[src/rtl/multi_mode_counter.sv]
// multi_mode_counter: registered binary/Gray/ring/Johnson counter with clear, load, enable, tc and wrap flags
// Ports: clk rising edge; rst async active-low; en count enable; clr sync clear to the mode's initial value;
//   load/load_val sync parallel load; up_dn 1=up/left 0=down/right; mode 00 bin 01 Gray 10 ring 11 Johnson;
//   sat binary saturate; q count/pattern; tc next enabled step wraps (comb); wrap one-cycle pulse after a wrap step
module multi_mode_counter #(
  parameter int WIDTH   = 4,
  parameter int MODULUS = 2 ** WIDTH
) (
  input  logic             clk,
  input  logic             rst,
  input  logic             en,
  input  logic             clr,
  input  logic             load,
  input  logic [WIDTH-1:0] load_val,
  input  logic             up_dn,
  input  logic [1:0]       mode,
  input  logic             sat,
  output logic [WIDTH-1:0] q,
  output logic             tc,
  output logic             wrap
);
  localparam logic [1:0] M_BIN = 2'b00;
  localparam logic [1:0] M_GRAY = 2'b01;
  localparam logic [1:0] M_RING = 2'b10;
  localparam logic [WIDTH-1:0] ONE = WIDTH'(1);
  localparam logic [WIDTH-1:0] MAX = WIDTH'(MODULUS - 1);
  localparam logic [WIDTH-1:0] MSB = ONE << (WIDTH - 1);
  logic [WIDTH-1:0] q_q, q_d, cnt_q, cnt_d, cnt_nx, bin_nx, ring_nx, john_nx, step_nx, init;
  logic [1:0] mode_q, mode_d;
  logic wrap_q, wrap_d, reload, at_end;
  // cnt is the binary image behind the Gray code; q is the state for every other mode
  always_comb begin
    reload = clr || (mode != mode_q);
    init = (mode == M_RING) ? ONE : '0;
    cnt_nx = up_dn ? cnt_q + ONE : cnt_q - ONE;
    bin_nx = up_dn ? ((q_q == MAX) ? (sat ? q_q : '0) : q_q + ONE)
                   : ((q_q == '0) ? (sat ? q_q : MAX) : q_q - ONE);
    ring_nx = up_dn ? {q_q[WIDTH-2:0], q_q[WIDTH-1]} : {q_q[0], q_q[WIDTH-1:1]};
    john_nx = up_dn ? {q_q[WIDTH-2:0], ~q_q[WIDTH-1]} : {~q_q[0], q_q[WIDTH-1:1]};
    step_nx = (mode_q == M_BIN) ? bin_nx
            : (mode_q == M_GRAY) ? (cnt_nx ^ (cnt_nx >> 1))
            : (mode_q == M_RING) ? ring_nx : john_nx;
    at_end = (mode_q == M_BIN) ? (up_dn ? (q_q == MAX) : (q_q == '0))
           : (mode_q == M_GRAY) ? (up_dn ? (&cnt_q) : (cnt_q == '0))
           : (up_dn ? (q_q == MSB) : (q_q == ONE));
    tc = en && !reload && !load && at_end;
    mode_d = mode;
    q_d = reload ? init
        : load ? ((mode_q == M_BIN) ? ((load_val > MAX) ? MAX : load_val)
                : (mode_q == M_GRAY) ? (load_val ^ (load_val >> 1)) : load_val)
        : en ? step_nx : q_q;
    cnt_d = reload ? '0 : load ? load_val : (en && mode_q == M_GRAY) ? cnt_nx : cnt_q;
    // a saturating binary end step holds, so it is not a wrap
    wrap_d = tc && !(mode_q == M_BIN && sat);
  end
  always_ff @(posedge clk or negedge rst)
    if (!rst) begin
      q_q <= '0;
      cnt_q <= '0;
      mode_q <= M_BIN;
      wrap_q <= 1'b0;
    end else begin
      q_q <= q_d;
      cnt_q <= cnt_d;
      mode_q <= mode_d;
      wrap_q <= wrap_d;
    end
  assign q = q_q;
  assign wrap = wrap_q;
endmodule

[config.mk]
export PLATFORM = sky130hd
export DESIGN_NAME = multi_mode_counter
export DESIGN_NICKNAME = d
export VERILOG_FILES = /design/src/rtl/multi_mode_counter.sv
export SDC_FILE = /design/constraint.sdc
export NUM_CORES = 1
export LEC_CHECK = 0
export BUFFER_PORTS_ARGS = -buffer_cell sky130_fd_sc_hd__buf_4
export CAP_MARGIN = 20
export CORE_UTILIZATION = 40
export DETAILED_ROUTE_END_ITERATION = 16
export PLACE_DENSITY = 0.62
export SLEW_MARGIN = 20
export SYNTH_ARGS = -nofsm -noshare
export SYNTH_HDL_FRONTEND = slang
export SYNTH_SLANG_ARGS = --single-unit
[constraint.sdc]
create_clock -name clk -period 2.4 [get_ports clk]
set_input_delay 0.48 -clock clk [delete_from_list [all_inputs] [get_ports clk]]
set_output_delay 0.48 -clock clk [all_outputs]
set_load 0.01 [all_outputs]
After elaboration in Yosys (flattened, before gate mapping). Index checks and enable logic that the tools add are counted.

Register bits: 11. Input port bits: 13. Output and inout bits: 6. Word-level logic and storage cells: 65.

Add/subtract/negate cells: 4. Magnitude comparators: 1. Equality and inequality tests: 9. Muxes and demuxes: 26. Bitwise gates (word level): 4. Reduce and logical (&&, ||, !) cells: 17.

Operator list (number): two-way mux 4 bit (20); != test 6 bit, second input constant (2); adder 4 x 1 -> 4 bit, second input constant (2); == test 4 bit, second input constant (2); zero test 4 bit (2); subtractor 4 x 1 -> 4 bit, second input constant (2); bitwise XOR 4 x 3 -> 4 bit (2); logical AND 1 bit (6); two-way mux 1 bit (6); nonzero test 3 bit (2); == test 2 bit, second input constant (2); == test 4 x 1 -> 1 bit, second input constant (1); greater-than comparator 4 bit, second input constant (1); AND reduction 4 bit (1); zero test 1 bit (3); AND reduction 3 bit (1); == test 2 x 1 -> 1 bit, second input constant (1); zero test 2 bit (1); != test 2 bit (1); NOT 1 bit (2); logical OR 1 bit (1).

Depth between registers and ports, before layout.
Word-level depth: 8. Gate-level depth with buffers: 8.

Worst setup path before layout. Ideal clock, no wire load.

Kind: register -> register. From: register q_q[0] (netlist: q[0]). To: register q_q[0] (netlist: q[0]). Arrival: 2.265 ns. Required time: 2.306 ns. Setup slack: 0.041 ns. Stages on the path, launching flop included: 8. Clock period less this slack: 2.359 ns. Cell sequence: dfrtp_1 > clkbuf_1 > inv_1 > ha_1 > or4b_4 > a2111o_1 > and3_4 > a221oi_2.

Longest elaborated chain between the ends: 7.

RTL lines: from (decl) (RTL line 28) `logic [WIDTH-1:0] q_q, q_d, cnt_q, cnt_d, cnt_nx, bin_nx, ring_nx, john_nx, step_nx, init;`; from (signal assigned) (RTL line 63) `q_q <= q_d;`; subtractor 4 x 1 -> 4 bit, or another cell as far along (RTL line 37) `: ((q_q == '0) ? (sat ? q_q : MAX) : q_q - ONE);`; two-way mux 4 bit, on equally long branches (RTL line 37, 36); two-way mux 4 bit (RTL line 36) `bin_nx = up_dn ? ((q_q == MAX) ? (sat ? q_q : '0) : q_q + ONE)`; two-way mux 4 bit (RTL line 40) `step_nx = (mode_q == M_BIN) ? bin_nx`; two-way mux 4 bit (RTL line 51) `: en ? step_nx : q_q;`; two-way mux 4 bit (RTL line 49) `: load ? ((mode_q == M_BIN) ? ((load_val > MAX) ? MAX : load_val)`; two-way mux 4 bit (RTL line 48) `q_d = reload ? init`.

Parallel ways exist; a longest one is shown, timed or not. The select of a mux whose other input is x is not followed. A chain may end at the register's enable or synchronous reset.

Worst setup path after layout.
From: register q_q[1] (netlist: q[1]). To: output tc.

Longest elaborated chain between the ends: 5.

RTL lines: == test 4 x 1 -> 1 bit or == test 4 bit (tied branches) (RTL line 45) `: (up_dn ? (q_q == MSB) : (q_q == ONE));`; two-way mux 1 bit (RTL line 45); two-way mux 1 bit (RTL line 44) `: (mode_q == M_GRAY) ? (up_dn ? (&cnt_q) : (cnt_q == '0))`; two-way mux 1 bit (*) (RTL line 43) `at_end = (mode_q == M_BIN) ? (up_dn ? (q_q == MAX) : (q_q == '0))`; logical AND 1 bit (*) (RTL line 46) `tc = en && !reload && !load && at_end;`; to (decl) (RTL line 19) `output logic tc,`.

Every way passes the cells marked *; elsewhere a longest branch is shown, timed or not.

==> results.py <==
metrics = {
    "worst_setup_path": {
        "worst-r2r-cell-count": 9,
        "r2r_end": "q[2]",
        "cp-end-kind": "output port",
        "cp.depth": 7,
        "criticalPathCategory": "flop to output port",
        "path_cells": "inv_2 > ha_4 > or4b_4 > nand2_2 > mux2_4 > o2111a_1 > buf_4",
        "cp_num_buf_inv": 2,
        "slowest_delay_ns": 0.48,
        "cp_max_fo": 4,
        "r2r_start": "q[1]",
        "start_kind": "flop",
        "cp-endpoint": "tc",
        "slowest_stage": "or4b_4",
        "crit_arrival_ns": 1.90,
        "cp_data_required_time_ns": 1.92,
        "crit_start": "q[1]",
        "critPathTopFamily": "simple AND/OR/NAND/NOR gates",
        "rrSetupSlack_ns": 0.21,
    },
    "global_routing": {
        "gr-usage-all-layers_pct": 23.0,
        "grt_pass1_wl_um": 4860,
        "antenna_found_initial": 0,
        "grt_overflow_total": 0,
        "grt_max_degree": 15,
        "grt_pass1_vias": 1033,
    },
    "detailed_routing": {
        "drtAntennaViolNets": 0,
        "avgViaCountPerCell": 5.76,
        "drt_first_iter_violations": 27,
        "wirelength_um": 3060,
        "drc": 0,
        "routedWlPerCell_um": 15.9,
        "drtPass1Iterations": 4,
        "dr_total_vias": 1106,
    },
    "yosys": {
        "synth_seq_cells": 11,
        "synth_area_per_cell_sq_um": 8.42,
        "ys_warn_count": 0,
        "syn_nets": 154,
        "synth_flop_cell": "dfrtp_1",
        "async_reset_ff_share_pct": 100,
        "synth_area_leaders": "dfrtp_1, ha_1, xnor2_1, a21oi_1, nand2_1",
        "synth_top_area_cell": "dfrtp_1",
        "netlist_instances": 134,
        "synth_edf_count": 0,
        "ys_seq_area_share_pct": 24.4,
        "yosysUniqueCellTypes": 50,
        "synth_top_area_share_pct": 24.4,
        "yosys-top-cells-count": "a21oi_1, nand2_1, dfrtp_1",
        "post_synth_instance_area_sq_mm": 0.00113,
    },
    "sta": {
        "post-route-min-period_ns": 2.38,
        "hold_viol_final": 0,
        "setup_violations": 0,
        "fin_crit_sh_pct": 99.2,
        "fin_skew_ns": 0.00412,
        "slew_viol_final": 0,
        "worst_pin_slew_ns": 0.519,
        "rsz0062_at_grt": "true",
        "fmax_mhz": 420,
        "slew_headroom_pct": 64.5,
        "finalSetupTns_ns": 0,
    },
    "power": {
        "peakVddDrop_mv": 0.260,
        "powerDensity_mw_per_mm2": 383,
        "cellLeakagePower_nw": 0.648,
        "power_mw": 0.543,
    },
    "placement": {
        "gp_congestion": 0.813,
        "place_area_sq_mm": 0.00133,
        "port_buffers": 18,
        "dp.cells": 183,
        "post-dp-hpwl_um": 2190,
    },
    "final_layout": {
        "drive_gt1_share_pct": 29.6,
        "fin_nets": 183,
        "diodes": 0,
        "area_growth_pct": 25.6,
        "instances_no_fill": 192,
        "final_cell_area_sq_mm": 0.00142,
    },
    "clock_network": {
        "hold_buffers": 0,
        "clockRootBuffer": "clkbuf_4",
        "cts_buffers": 3,
        "worstSkewPairLatency_ns": 0.27,
        "clockBufferDepth": 2,
        "cts_tree": "built",
        "clk_pin_slew_worst_paths_ns": 0.08,
        "cts.sinks": 11,
        "h-tree-depth": 1,
    },
    "run_status": {
        "status": "finished clean",
    },
    "floorplanning": {
        "pin_count": 19,
        "die_w_um": 55.1,
        "start_util_pct": 44.0,
        "dieArea_sq_mm": 0.00304,
        "design.core.area_sq_mm": 0.00257,
        "rows": 18,
        "die_y_um": 55.1,
    },
    "hold_path": {
        "min_path_type": "input port to asynchronous set/reset pin",
    },
    "run": {
        "drv_cap": 0,
    },
}
## cell type report
cell class              count  area, sq um
fillers                   266         1150
multi-input cells         107          807
flip-flops and latches     11          277
repair buffers             32          240
well taps                  30         37.5
inverters                   8         30.0
clock buffers               4         26.3
## metal layers
metal	GRT usage [%]	share of wire, %	vias up
met5	0	0	-
met4	6.25	0.46	0
met3	1.64	3.6	2
met2	39.0	49	32
met1	31.2	47	522
li1	-	-	550
## layout by cell type (no fill, tap or decap), types with 2 or more instances in the layout
master | Yosys | routed
a21o_1 | 2 | 2
nand2b_1 | 2 | 2
nand4_1 | 2 | 2
ha_1 | 6 | 4
nor3_1 | 3 | 3
o21ai_0 | 7 | 7
xor2_1 | 5 | 5
o211ai_1 | 2 | 2
nand3_1 | 2 | 2
nand2_1 | 12 | 11
a21oi_1 | 12 | 12
clkbuf_4 | 0 | 3
nor2_1 | 5 | 5
inv_1 | 8 | 6
dfrtp_1 | 11 | 10
nor3b_1 | 2 | 2
xnor2_1 | 7 | 7
mux2i_1 | 4 | 4
inv_2 | 0 | 2
nor2b_1 | 2 | 2
o211a_1 | 2 | 2
buf_4 | 0 | 32
a32oi_1 | 3 | 3
## cells by family after synthesis
logic type,Yosys count,share of synthesized area [%]
flip-flops,11,24.4
AO/OA/AOI/OAI,44,28.0
XOR/XNOR,12,9.31
AND/OR/NAND/NOR,39,19.3
buffers and inverters,16,5.99
multiplexers,5,4.55
adder cells (fa/ha/maj),7,8.43
## through the flow
step           hold WS [ns]  util [%]  setup slack, ns
4_1_cts              0.0332      54.2         0.000431
3_3_place_gp          0.327      51.9            0.180
2_1_floorplan         0.184         -           0.0409
3_5_place_dp          0.326      51.9            0.117
5_1_grt              0.0242      55.2          -0.0350
6_report             0.0321      55.2           0.0193
## sequential cells by signal, summed over array words and instances (netlist names)
signal  flops
mode_q      2
cnt_q       4
q           4
wrap        1
## where the power goes
group          total, mW  switching, mW  internal (mW)
Combinational      0.209          0.111         0.0978
Sequential         0.203        0.00922          0.194
Clock              0.131         0.0665         0.0643
## repair_timing
| item | CTS | global route |
|---|---|---|
| buffers inserted | 3 | 2 |
| hold endpoints to repair | 0 | 0 |
| setup endpoints to repair | 1 | 1 |
| gates resized for setup | 4 | 4 |
| pin swaps | 1 | 1 |
## worst min path at each step
stage	start	end	slack (ns)	cells after the start
after global placement	rst	cnt_q[0]	0.33	1
after CTS	rst	cnt_q[0]	0.03	1
after global routing	rst	cnt_q[0]	0.02	1
final	rst	q[1]	0.03	1
after floorplan	rst	cnt_q[0]	0.18	0
after detailed placement	rst	cnt_q[3]	0.33	1
Note: power is estimated with default switching activity, not from simulation.
